$ cat src/rtl/fetch_unit.sv
// Instruction fetch stage: owns the PC, reads IMEM combinationally and queues {pc, instr}
// pairs for decode, with redirect/flush and a sticky fetch fault.
module fetch_unit #(
  parameter logic [31:0] RESET_PC   = 32'h0000_0000,
  parameter int unsigned IMEM_BYTES = 1024,
  parameter int unsigned QDEPTH     = 2
) (
  input  logic        clk,
  input  logic        rst,
  output logic [31:0] imem_addr,
  input  logic [31:0] imem_data,
  input  logic        redirect_valid,
  input  logic [31:0] redirect_pc,
  output logic        out_valid,
  input  logic        out_ready,
  output logic [31:0] out_instr,
  output logic [31:0] out_pc,
  output logic        fault
);

  localparam int unsigned PtrW = (QDEPTH > 1) ? $clog2(QDEPTH) : 1;
  localparam int unsigned CntW = $clog2(QDEPTH + 1);
  localparam logic [PtrW-1:0] LastPtr = PtrW'(QDEPTH - 1);
  localparam logic [CntW-1:0] FullCnt = CntW'(QDEPTH);

  logic [31:0]     pc_q, pc_d;
  logic            fault_q, fault_d;
  logic [CntW-1:0] count_q, count_d;
  logic [PtrW-1:0] head_q, head_d;
  logic [PtrW-1:0] tail_q, tail_d;
  logic [31:0]     epc_q   [QDEPTH];
  logic [31:0]     einstr_q[QDEPTH];

  logic pop, push, space, range_ok;

  function automatic logic [PtrW-1:0] ptr_inc(input logic [PtrW-1:0] p);
    // Compare-and-clear so non-power-of-two depths wrap correctly.
    return (p == LastPtr) ? '0 : p + PtrW'(1);
  endfunction

  assign imem_addr = pc_q;
  assign out_valid = (count_q != '0);
  assign pop       = out_valid & out_ready;
  assign range_ok  = (pc_q < IMEM_BYTES);
  assign space     = (count_q < FullCnt) | pop;
  assign push      = space & range_ok & ~fault_q & ~redirect_valid;
  assign fault     = fault_q;

  // Head data comes only from registered entries; zeroed while the queue is empty.
  assign out_instr = out_valid ? einstr_q[head_q] : '0;
  assign out_pc    = out_valid ? epc_q[head_q]    : '0;

  always_comb begin
    pc_d    = pc_q;
    fault_d = fault_q;
    count_d = count_q;
    head_d  = head_q;
    tail_d  = tail_q;
    if (redirect_valid) begin
      pc_d    = redirect_pc;
      count_d = '0;
      head_d  = '0;
      tail_d  = '0;
      if (redirect_pc[1:0] != 2'b00) fault_d = 1'b1;
    end else begin
      if (push) begin
        pc_d   = pc_q + 32'd4;
        tail_d = ptr_inc(tail_q);
      end
      if (pop) head_d = ptr_inc(head_q);
      count_d = count_q + CntW'(push) - CntW'(pop);
      if (!range_ok) fault_d = 1'b1;
    end
  end

  always_ff @(posedge clk) begin
    if (rst) begin
      pc_q    <= RESET_PC;
      fault_q <= 1'b0;
      count_q <= '0;
      head_q  <= '0;
      tail_q  <= '0;
    end else begin
      pc_q    <= pc_d;
      fault_q <= fault_d;
      count_q <= count_d;
      head_q  <= head_d;
      tail_q  <= tail_d;
    end
  end

  // Entry storage needs no reset: entries are only read while counted valid.
  always_ff @(posedge clk) begin
    if (!rst && push) begin
      epc_q[tail_q]    <= pc_q;
      einstr_q[tail_q] <= imem_data;
    end
  end

endmodule
$ cat config.mk
export PLATFORM = sky130hd
export DESIGN_NAME = fetch_unit
export DESIGN_NICKNAME = d
export VERILOG_FILES = /design/src/rtl/fetch_unit.sv
export SDC_FILE = /design/constraint.sdc
export NUM_CORES = 1
export LEC_CHECK = 0
export CAP_MARGIN = 25
export CORE_MARGIN = 3
export CORE_UTILIZATION = 44
export CTS_CLUSTER_DIAMETER = 80
export DETAILED_ROUTE_END_ITERATION = 7
export GPL_ROUTABILITY_DRIVEN = 0
export GPL_TIMING_DRIVEN = 0
export PLACE_DENSITY = 0.76
export SKIP_CTS_REPAIR_TIMING = 1
export SYNTH_ARGS = -nofsm -noshare
export SYNTH_HDL_FRONTEND = slang
export SYNTH_SLANG_ARGS = --single-unit
$ cat constraint.sdc
create_clock -name clk -period 9.3 [get_ports clk]
set_input_delay 1.395 -clock clk [delete_from_list [all_inputs] [get_ports clk]]
set_output_delay 1.395 -clock clk [all_outputs]
set_load 0.02 [all_outputs]
### Word level (Yosys, flattened, before mapping)

Memory sizes are Yosys's and may differ from the RTL's. A register that Yosys moved wholly into a read port is not among the register bits.
Cells that the tools add are included.
W data, S select, Z words.

| operators by class | value |
|---|---|
| add/subtract/negate cells | 5 |
| order comparisons | 2 |
| reductions and logical operators | 7 |
| mux-type cells | 15 |
| equal/unequal tests | 2 |
| bitwise gates (word level) | 7 |

Operators with widths:

| cell | count |
|---|---|
| $mux W32 | 4 |
| $add A32 B3 Y32 const B | 1 |
| $lt A32 B11 Y1 const B | 1 |
| $mux W1 | 11 |
| $reduce_bool A2 Y1 | 3 |
| $and A1 B1 Y1 | 4 |
| $add A1 B1 Y1 const B | 2 |
| $add A2 B1 Y2 | 1 |
| $lt A2 B2 Y1 const B | 1 |
| $ne A2 B1 Y1 const B | 1 |
| $ne A2 B2 Y1 const B | 1 |
| $not A1 Y1 | 2 |
| $reduce_and A2 Y1 | 1 |
| $reduce_or A2 Y1 | 1 |
| $sub A2 B1 Y2 | 1 |
| $logic_and A1 B1 Y1 | 1 |
| $logic_not A1 Y1 | 1 |
| $or A1 B1 Y1 | 1 |

| word-level totals | value |
|---|---|
| bits in writable memories | 128 |
| memories kept | 2 |
| logic and storage cells | 45 |
| output and inout bits | 98 |
| register bits after elaboration | 37 |
| input port bits | 68 |

Memory list:

| name | depth | width | read ports | clocked after Yosys merged registers in | write ports | RTL line | RTL |
|---|---|---|---|---|---|---|---|
| einstr_q | 2 | 32 | 1 | 1 | 1 | 32 | `logic [31:0] einstr_q[QDEPTH];` |
| epc_q | 2 | 32 | 1 | 1 | 1 | 31 | `logic [31:0] epc_q [QDEPTH];` |

### Longest topological paths before layout

Gate-level depths: netlist (run 1).

| logic depth | value |
|---|---|
| word-level depth | 9 |
| mapped depth | 11 |

### Worst setup path before layout (run 1)

OpenSTA, ideal clock, no wires.

| timing | value |
|---|---|
| path type | in2reg |
| from | input out_ready |
| to | memory einstr_q[1][0] (enable) |
| path slack | -0.056 ns |
| required time | 8.634 ns |
| cell stages on the path | 5 |
| arrival time | 8.690 ns |
| setup time | 0.666 ns |
| cell sequence | nor2b_1 -> nand4bb_1 -> clkbuf_1 -> or2_1 -> nor4b_1 |

| on the way | value |
|---|---|
| word-level cells in the longest chain between the ends | 8 |

RTL lines:

| what | RTL line | RTL |
|---|---|---|
| start, declared | 15 | `input logic out_ready,` |
| $and A1 B1 Y1 | 43 | `assign pop = out_valid & out_ready;` |
| $or A1 B1 Y1 | 45 | `assign space = (count_q < FullCnt) \| pop;` |
| $and A1 B1 Y1 (3 in a row) | 46 | `assign push = space & range_ok & ~fault_q & ~redirect_valid;` |
| $logic_and A1 B1 Y1 | 94 | `if (!rst && push) begin` |
| $mux W1 | 94 |  |
| $mux W1 (not written as such) | 96 | `einstr_q[tail_q] <= imem_data;` |
| end, declared | 32 |  |

No other way between the ends.

==> run summary, run 1 <==
Core area: 14,100 um2
Clock H-tree levels: 4
Commonest cells after routing, fill and taps aside: clkdlybuf4s50_1 (164), edfxtp_1 (128), nor2_1 (99), mux2i_1 (87), dfxtp_1 (38)
Initial antenna violation count: 0
CP arrival: 2.85 ns
Die H: 127 um
CTS tree: done
Power, Total: 0.00157 W
Leak Pwr: 2.99 nW
Placed Instance Area: 8490 um2
WHS: 0.489 ns
IO buf count: 164
Root buf cell: clkbuf_16
WP data required: 7.91 ns
Max Freq: 236 MHz
Fill cell count: 1,067
Overall Global Routing Usage: 18.5%
Final min period: 4.24 ns
WL/cell: 17.4 um
CTS buffer count: 17
PD cells: 173 nW/um2
Final setup vio count: 0
First-pass GRT wire length: 23,200 um
RSZ-0062 raised after global routing: false
Hold Path Sink: epc_q[1][1]
Latest clock arrival within the worst-skew pair: 0.42 ns
Number of slew-limit violations in the final report: 0
Share of cells above drive strength 1: 7.54%
Crit-path max FO: 10
Clock transition at path regs: 0.06 ns
Setup crit end kind: output pin
R2R Path End: einstr_q[0][10]
Multi-input logic area: 1760 um2
Hold Fails Final Rpt: 0
Sequential Area: 4600 um2
Seq/Total Area, Yosys: 71.2%
Worst reg2reg path startpoint: imem_addr[17]
Worst path cell trace: clkbuf_1 > buf_1 > mux2i_1 > nor2_1 > clkdlybuf4s50_1
DPL Wire Length: 10,700 um
Maxcap violations: 0
Routed Antenna Nets: 0
Worst IR Drop VDD: 0.109 mV
Crit-path slowest cell: buf_1
Die area: 16,200 um2
Final period util: 45.6%
DRT Pass-1 Iters: 5
Most common cell after layout, fill and taps aside: clkdlybuf4s50_1
Relative slew slack: 46.6%
Status: finished clean
R2R Setup Slk: 6.30 ns
Syn Area/Cell: 14.3 um2
Largest net degree at the start of global routing: 17
CTS Sinks: 166
Initial core utilization: 45.7%
# diodes: 0
Synth-to-layout area growth: 39.9%
Place WS: 5.08 ns
HP Class: flip-flop to flip-flop
Total number of vias: 4,330
Max clock buf depth: 2
Vias in the first global route: 4,388
DRC Markers: 0
Vias per cell: 5.14
Hold depth: 0
Yosys reg bits: 166
Slew of the pin with the lowest slew margin: 0.801 ns
Synth warn: 0
Final setup margin: 5.06 ns
Skew final: 0.0106 ns
DRT iter0 DRCs: 311
Hold wc startpoint: imem_addr[1]
WS Path Type: flip-flop to output pin
Die W: 127 um
Row cnt: 43
Routed wire length: 14,600 um
Synth unique cells: 36
Synth Instances: 453
Reg2Reg Depth: 8
Crit path launch type: flip-flop
GR Overflow Total: 0
Post-route cell area: 9050 um2
I/O pin count: 166
Nets: 721
Crit-path max cell delay: 0.66 ns
Mapped Area: 6470 um2
Syn nets: 524
[area by class of cell]
cell class,instances,area share (%)
multi-input combinational,254,19.4
clock buffer,20,5.05
tap,180,2.49
clock inverter,12,1.16
sequential,166,50.9
inverter,7,0.290
timing repair buffer,178,19.6
buffer,26,1.11
[synthesized netlist by cell type]
cell / instances / area share (%)
nand2_1: 4 / 0.23
nor4b_1: 1 / 0.14
or3_1: 5 / 0.48
or4b_1: 2 / 0.31
nand4_1: 1 / 0.097
o21ai_0: 4 / 0.31
nor4_2: 2 / 0.39
a311oi_1: 6 / 0.81
a21boi_0: 1 / 0.12
xnor2_1: 2 / 0.27
o32ai_1: 1 / 0.14
o41ai_1: 1 / 0.14
and2_1: 2 / 0.19
nand4bb_1: 1 / 0.17
nor4_1: 8 / 0.77
a211oi_1: 1 / 0.12
edfxtp_1: 128 / 59
a221oi_1: 1 / 0.14
nor2b_1: 1 / 0.097
nand3_1: 4 / 0.31
mux2i_1: 87 / 13
buf_2: 2 / 0.15
dfxtp_1: 38 / 12
buf_1: 7 / 0.41
a21oi_1: 1 / 0.077
nor2_1: 99 / 5.7
inv_1: 7 / 0.41
nor3_1: 3 / 0.23
ha_1: 3 / 0.58
o21bai_1: 1 / 0.12
o31ai_1: 4 / 0.46
xor2_1: 1 / 0.14
o31a_1: 1 / 0.14
clkbuf_1: 17 / 0.99
or4_1: 5 / 0.58
or2_1: 1 / 0.097
[state kept, by name, indices dropped and copies added (netlist names), named ones only]
register   count
imem_addr     32
head_q         1
einstr_q      64
count_q        2
tail_q         1
epc_q         64
fault          1
[cell families (layout without fill, tap and decap cells)]
| logic type | count (synthesis) | after routing | synth area share (%) |
|---|---|---|---|
| compound gates | 22 | 22 | 2.55 |
| mux | 87 | 87 | 13.5 |
| buf+inv | 33 | 243 | 1.95 |
| fa+ha+maj | 3 | 3 | 0.580 |
| xor+xnor | 3 | 3 | 0.406 |
| flops | 166 | 166 | 71.2 |
| simple gates | 139 | 139 | 9.85 |
[metal layers]
layer  routed length (um)  up-vias  GRT usage, %
met5                    0        -             0
met1                 6250     2073          23.7
met2                 7310      172          30.8
li1                     -     2071             -
met4                  114        0          5.05
met3                  948       14          5.77
[through the flow]
| step | util, % | setup TNS (ns) | cells |
|---|---|---|---|
| 2_1_floorplan | - | 0 | 453 |
| 3_3_place_gp | 58.9 | -222.89 | 797 |
| 3_5_place_dp | 60.0 | 0 | 811 |
| 4_1_cts | 63.9 | 0 | 843 |
| 5_1_grt | 63.9 | 0 | 843 |
| 6_report | 63.9 | 0 | 843 |
[worst max path at each step]
stage	from	to	slack, ns	cells after the start
floorplan	out_ready	einstr_q[0][0]	0.48	5
global placement	out_ready	einstr_q[0][17]	-3.49	6
detailed placement	out_ready	einstr_q[0][12]	5.08	9
CTS	flip-flop	out_instr[7]	5.02	5
global route	flip-flop	out_instr[7]	4.81	5
finish	flip-flop	out_instr[7]	5.06	5
[worst max-delay path: cells and delay by family, from the launching register on]
family,cells,cell delay (ns)
flip-flops,1,0.30
buffers and inverters,3,1.76
AND/OR/NAND/NOR,1,0.15
multiplexers,1,0.22
[where the power goes]
part,leakage (nW),switching (W),internal (W),total [W]
registers,1.46,0.0000140,0.000808,0.000822
clock network,0.265,0.000268,0.000381,0.000648
logic,1.27,0.0000460,0.0000533,0.0000993
(Power assumes the default switching activity.)
==> inputs of run 2 (changes only) <==
--- a/config.mk
+++ b/config.mk
@@ -7,12 +7,12 @@
 export LEC_CHECK = 0
 export CAP_MARGIN = 25
 export CORE_MARGIN = 3
-export CORE_UTILIZATION = 44
+export CORE_UTILIZATION = 45
 export CTS_CLUSTER_DIAMETER = 80
 export DETAILED_ROUTE_END_ITERATION = 7
 export GPL_ROUTABILITY_DRIVEN = 0
 export GPL_TIMING_DRIVEN = 0
-export PLACE_DENSITY = 0.76
+export PLACE_DENSITY = 0.74
 export SKIP_CTS_REPAIR_TIMING = 1
 export SYNTH_ARGS = -nofsm -noshare
 export SYNTH_HDL_FRONTEND = slang
==> constraint.sdc (replaced) <==
create_clock -name clk -period 4.3 [get_ports clk]
set_input_delay 0.645 -clock clk [delete_from_list [all_inputs] [get_ports clk]]
set_output_delay 0.645 -clock clk [all_outputs]
set_load 0.02 [all_outputs]
==> run 2 against run 1 <==
Compared with the run above:
- clock skew down 0.0047 ns
- clock power up 110%
- hold slack better by 0.035 ns
- wire length up 0.15%
- total power up 110%
- combinational power up 120%
- design area down 0.53%
- critical path type unchanged
==> run summary, run 2 (same netlist as run 1, synthesis figures left out) <==
Max Freq: 285 MHz
Reg power frac: 53.6%
Clock transition at path regs: 0.06 ns
First-pass GRT wire length: 23,400 um
Placed Instance Area: 8480 um2
WS Path Type: flip-flop to output pin
CP arrival: 2.87 ns
Clock group share of total power: 40.0%
Total number of vias: 4,266
Worst IR Drop VDD: 0.225 mV
Sw Share: 21.1%
Skew final: 0.00583 ns
DRC Markers: 0
Most common cell after layout, fill and taps aside: clkdlybuf4s50_1
Final Non-Filler Cells: 838
Comb pwr share: 6.4%
Nets: 716
I/O pin count: 166
WP data required: 3.65 ns
Routed wire length: 14,600 um
Die area: 15,800 um2
Crit-path max FO: 10
Die H: 126 um
Crit-path slowest cell: clkdlybuf4s50_1
DRT iter0 DRCs: 261
DPL Wire Length: 10,600 um
# diodes: 0
WL/cell: 17.5 um
Crit-path max cell delay: 0.65 ns
Synth-to-layout area growth: 39.2%
HP Class: flip-flop to flip-flop
Final min period: 3.51 ns
Crit path launch type: flip-flop
Maxcap violations: 0
Root buf cell: clkbuf_16
Max clock buf depth: 2
Internal power: 0.00262 W
Initial antenna violation count: 0
Relative slew slack: 35.3%
CTS Sinks: 166
Row cnt: 43
Latest clock arrival within the worst-skew pair: 0.42 ns
IO buf count: 164
Largest net degree at the start of global routing: 17
DRT Pass-1 Iters: 4
Placed instance count: 806
Fill cell count: 1,056
GR Overflow Total: 0
Die W: 126 um
CTS tree: done
Final setup vio count: 0
Vias in the first global route: 4,441
Hold Fails Final Rpt: 0
Overall Global Routing Usage: 19.0%
Post-route cell area: 9000 um2
WHS: 0.525 ns
Leak Pwr: 2.95 nW
Core area: 14,000 um2
Multi-input logic area: 1770 um2
Total negative setup slack: 0 ns
Status: finished clean
Final period util: 81.7%
Initial core utilization: 46.2%
PD cells: 369 nW/um2
Commonest cells after routing, fill and taps aside: clkdlybuf4s50_1 (164), edfxtp_1 (128), nor2_1 (99), mux2i_1 (87), dfxtp_1 (38)
Share of cells above drive strength 1: 6.23%
RSZ-0062 raised after global routing: false
Number of slew-limit violations in the final report: 0
Finished Core Util: 64.3%
Slew of the pin with the lowest slew margin: 0.966 ns
P_sw: 0.000699 W
Setup crit end kind: output pin
CTS buffer count: 17
Routed Antenna Nets: 0
Sequential Area: 4600 um2
Worst path cell trace: clkbuf_1 > buf_1 > mux2i_1 > nor2_1 > clkdlybuf4s50_1
Vias per cell: 5.09
Clock H-tree levels: 4
## run 2: layout make-up
cell class	instances	share of cell area, %
flip-flops and latches	166	51.2
multi-input cells	254	19.6
repair buffers	173	19.5
clock buffers	22	5.16
well taps	180	2.50
plain buffers	26	1.11
clock inverters	10	0.626
inverters	7	0.292
## run 2: worst paths after layout
| path | cells past startpoint | to | from | slack, ns |
|---|---|---|---|---|
| worst max-delay path | 5 | out_pc[12] | flip-flop | 0.79 |
| worst min-delay path | 0 | epc_q[1][16] | imem_addr[16] | 0.52 |
| worst max register to register | 7 | einstr_q[1][9] | imem_addr[17] | 0.97 |
| worst min register to register | 0 | epc_q[1][16] | imem_addr[16] | 0.52 |
## run 2: power by group through the flow
| stage | sequential, W | clock [W] | combinational, W |
|---|---|---|---|
| 2_1_floorplan | 0.00183 | 0 | 0.0000639 |
| 3_3_place_gp | 0.00181 | 0 | 0.000208 |
| 3_5_place_dp | 0.00181 | 0 | 0.000214 |
| 4_1_cts | 0.00178 | 0.00135 | 0.000215 |
| 5_1_grt | 0.00178 | 0.00142 | 0.000229 |
| 6_report | 0.00178 | 0.00133 | 0.000214 |
## run 2: metal layers
layer  GRT usage [%]  part of all wire (%)  vias up
li1                -                     -     2069
met1            24.1                    41     2022
met2            30.3                    48      157
met3            7.59                   9.0       18
met4            5.49                   1.5        0
met5               0                     0        -
## run 2: stage by stage
step	setup slack (ns)	total power (W)
after floorplan	0.350	0.00189
final	0.787	0.00332
after detailed placement	0.615	0.00203
after CTS	0.695	0.00334
after global routing	0.537	0.00343
after global placement	-1.40	0.00202
## run 2: worst max-delay path, delay by kind of cell, from the launching register on
family | cells | cell delay [ns]
multiplexers | 1 | 0.20
AND/OR/NAND/NOR | 1 | 0.15
flip-flops | 1 | 0.30
buffers and inverters | 3 | 1.79
==> inputs of run 3 (changes only) <==
--- a/config.mk
+++ b/config.mk
@@ -7,12 +7,12 @@
 export LEC_CHECK = 0
 export CAP_MARGIN = 25
 export CORE_MARGIN = 3
-export CORE_UTILIZATION = 45
+export CORE_UTILIZATION = 44
 export CTS_CLUSTER_DIAMETER = 80
 export DETAILED_ROUTE_END_ITERATION = 7
 export GPL_ROUTABILITY_DRIVEN = 0
 export GPL_TIMING_DRIVEN = 0
-export PLACE_DENSITY = 0.74
+export PLACE_DENSITY = 0.76
 export SKIP_CTS_REPAIR_TIMING = 1
 export SYNTH_ARGS = -nofsm -noshare
 export SYNTH_HDL_FRONTEND = slang
==> constraint.sdc (replaced) <==
create_clock -name clk -period 3.2 [get_ports clk]
set_input_delay 0.48 -clock clk [delete_from_list [all_inputs] [get_ports clk]]
set_output_delay 0.48 -clock clk [all_outputs]
set_load 0.02 [all_outputs]
==> run 3 against run 2 <==
Compared with the run above:
- clock skew increased by 0.0014 ns
- via count increased by 2.2%
- critical path type is now flip-flop to flip-flop
- hold slack got worse by 0.029 ns
- total power increased by 47%
- largest power group unchanged
- clock power increased by 65%
- first-iteration DRC count increased by 21%
==> run summary, run 3 (same netlist as run 1, synthesis figures left out) <==
Status: finished clean
First-pass GRT wire length: 23,700 um
WL/cell: 17.7 um
Skew final: 0.00727 ns
DRC Markers: 0
GR Overflow Total: 0
Max Freq: 332 MHz
Met3 Track Usage GR: 5.64%
Number of slew-limit violations in the final report: 0
Worst path cell trace: nor4_1 > nand4_1 > buf_2 > or2_4 > nor4b_4 > buf_6 > buf_8
CP arrival: 3.14 ns
Root buf cell: clkbuf_16
Die area: 16,200 um2
CTS buffer count: 17
# diodes: 0
Hold wc startpoint: imem_addr[1]
Setup crit end kind: flip-flop
Commonest cells after routing, fill and taps aside: clkdlybuf4s50_1 (164), edfxtp_1 (128), nor2_1 (99), mux2i_1 (87), dfxtp_1 (34)
DRT iter0 DRCs: 316
Post-route cell area: 9170 um2
Overall Global Routing Usage: 19.0%
WP data required: 3.33 ns
Slew of the pin with the lowest slew margin: 0.788 ns
Share of cells above drive strength 1: 8.36%
Initial core utilization: 45.7%
Final setup vio count: 0
Clock H-tree levels: 4
DRT Pass-1 Iters: 4
Crit-path max FO: 15
Row cnt: 43
WHS: 0.496 ns
Core area: 14,100 um2
Worst path buffer plus inverter count: 3
DPL Wire Length: 10,800 um
Largest net degree at the start of global routing: 17
Vias per cell: 5.20
Worst reg2reg path startpoint: imem_addr[23]
Vias in the first global route: 4,359
Critical Path End: einstr_q[1][0]
CTS tree: done
Placed Instance Area: 8520 um2
R2R Path End: einstr_q[1][0]
HP Class: flip-flop to flip-flop
Power, Total: 0.00489 W
Routed Antenna Nets: 0
I/O pin count: 166
PD cells: 533 nW/um2
Most common cell after layout, fill and taps aside: clkdlybuf4s50_1
Reg2Reg Depth: 7
Leak Pwr: 3.05 nW
Hold depth: 0
Worst IR Drop VDD: 0.323 mV
Crit path launch type: flip-flop
Die H: 127 um
Max clock buf depth: 2
Grt peak-use layer: met2
WS Path Type: flip-flop to flip-flop
R2R Setup Slk: 0.19 ns
Crit-path slowest cell: nor4b_4
Latest clock arrival within the worst-skew pair: 0.42 ns
Final period util: 94.0%
RSZ-0062 raised after global routing: false
Total number of vias: 4,360
Synth-to-layout area growth: 41.8%
GR Util met1: 24.2%
Routed wire length: 14,900 um
Maxcap violations: 0
Final min period: 3.01 ns
CP startpoint: imem_addr[23]
Die W: 127 um
Clock transition at path regs: 0.06 ns
CTS Sinks: 166
Initial antenna violation count: 0
WP depth: 7
IO buf count: 164
Hold Fails Final Rpt: 0
Nets: 716
Crit path max-delay family: simple AND/OR/NAND/NOR gates
Crit-path max cell delay: 0.65 ns
Grt met2 use: 31.4%
Relative slew slack: 47.5%
-- run 3: cell types whose count changed in the layout (fill, tap and decap cells not counted), moves of 4 or more --
| cell | delta |
|---|---|
| bufinv_16 | +5 |
| clkbuf_2 | +6 |
| buf_1 | -5 |
| dfxtp_1 | -4 |
| dfxtp_2 | +4 |
-- run 3: layout make-up --
type / instances / area [um2]
multi-input cells: 254 / 1790
repair buffers: 174 / 1770
flip-flops and latches: 166 / 4610
fillers: 1037 / 4980
well taps: 180 / 225
clock inverters: 8 / 171
inverters: 7 / 26.3
plain buffers: 25 / 108
clock buffers: 24 / 472
-- run 3: worst register-to-register path: stages, from the launching register on --
cell     delay (ns)
dfxtp_1        0.34
nor4_1         0.44
nand4_1        0.28
buf_2          0.26
or2_4          0.29
nor4b_4        0.66
buf_6          0.26
buf_8          0.18
-- run 3: how the worst min path moves through the flow --
stage | end | slack (ns)
after floorplan | tail_q | 0.51
after global placement | epc_q[0][1] | 0.48
after detailed placement | epc_q[0][1] | 0.48
after CTS | epc_q[0][1] | 0.49
after global routing | epc_q[0][1] | 0.52
final | epc_q[0][1] | 0.50
-- run 3: per-stage QoR --
stage | util [%] | cells | setup slack (ns) | TNS (ns)
CTS | 64.8 | 839 | -0.205 | -6.62
global route | 64.8 | 838 | 0.0363 | 0
finish | 64.8 | 838 | 0.191 | 0
global placement | 59.3 | 797 | -2.32 | -291.24
detailed placement | 60.2 | 807 | -0.126 | -3.19
floorplan | - | 453 | -0.651 | -77.17
-- run 3: metal layers --
| metal | routed length [um] | up-vias |
|---|---|---|
| met3 | 951 | 26 |
| met5 | 0 | - |
| li1 | - | 2068 |
| met1 | 6350 | 2091 |
| met4 | 229 | 0 |
| met2 | 7330 | 175 |
-- run 3: power breakdown --
part | internal [W] | switching [W] | total [W]
Combinational | 0.000158 | 0.000133 | 0.000292
Sequential | 0.00235 | 0.0000435 | 0.00239
Clock | 0.00143 | 0.000777 | 0.00220
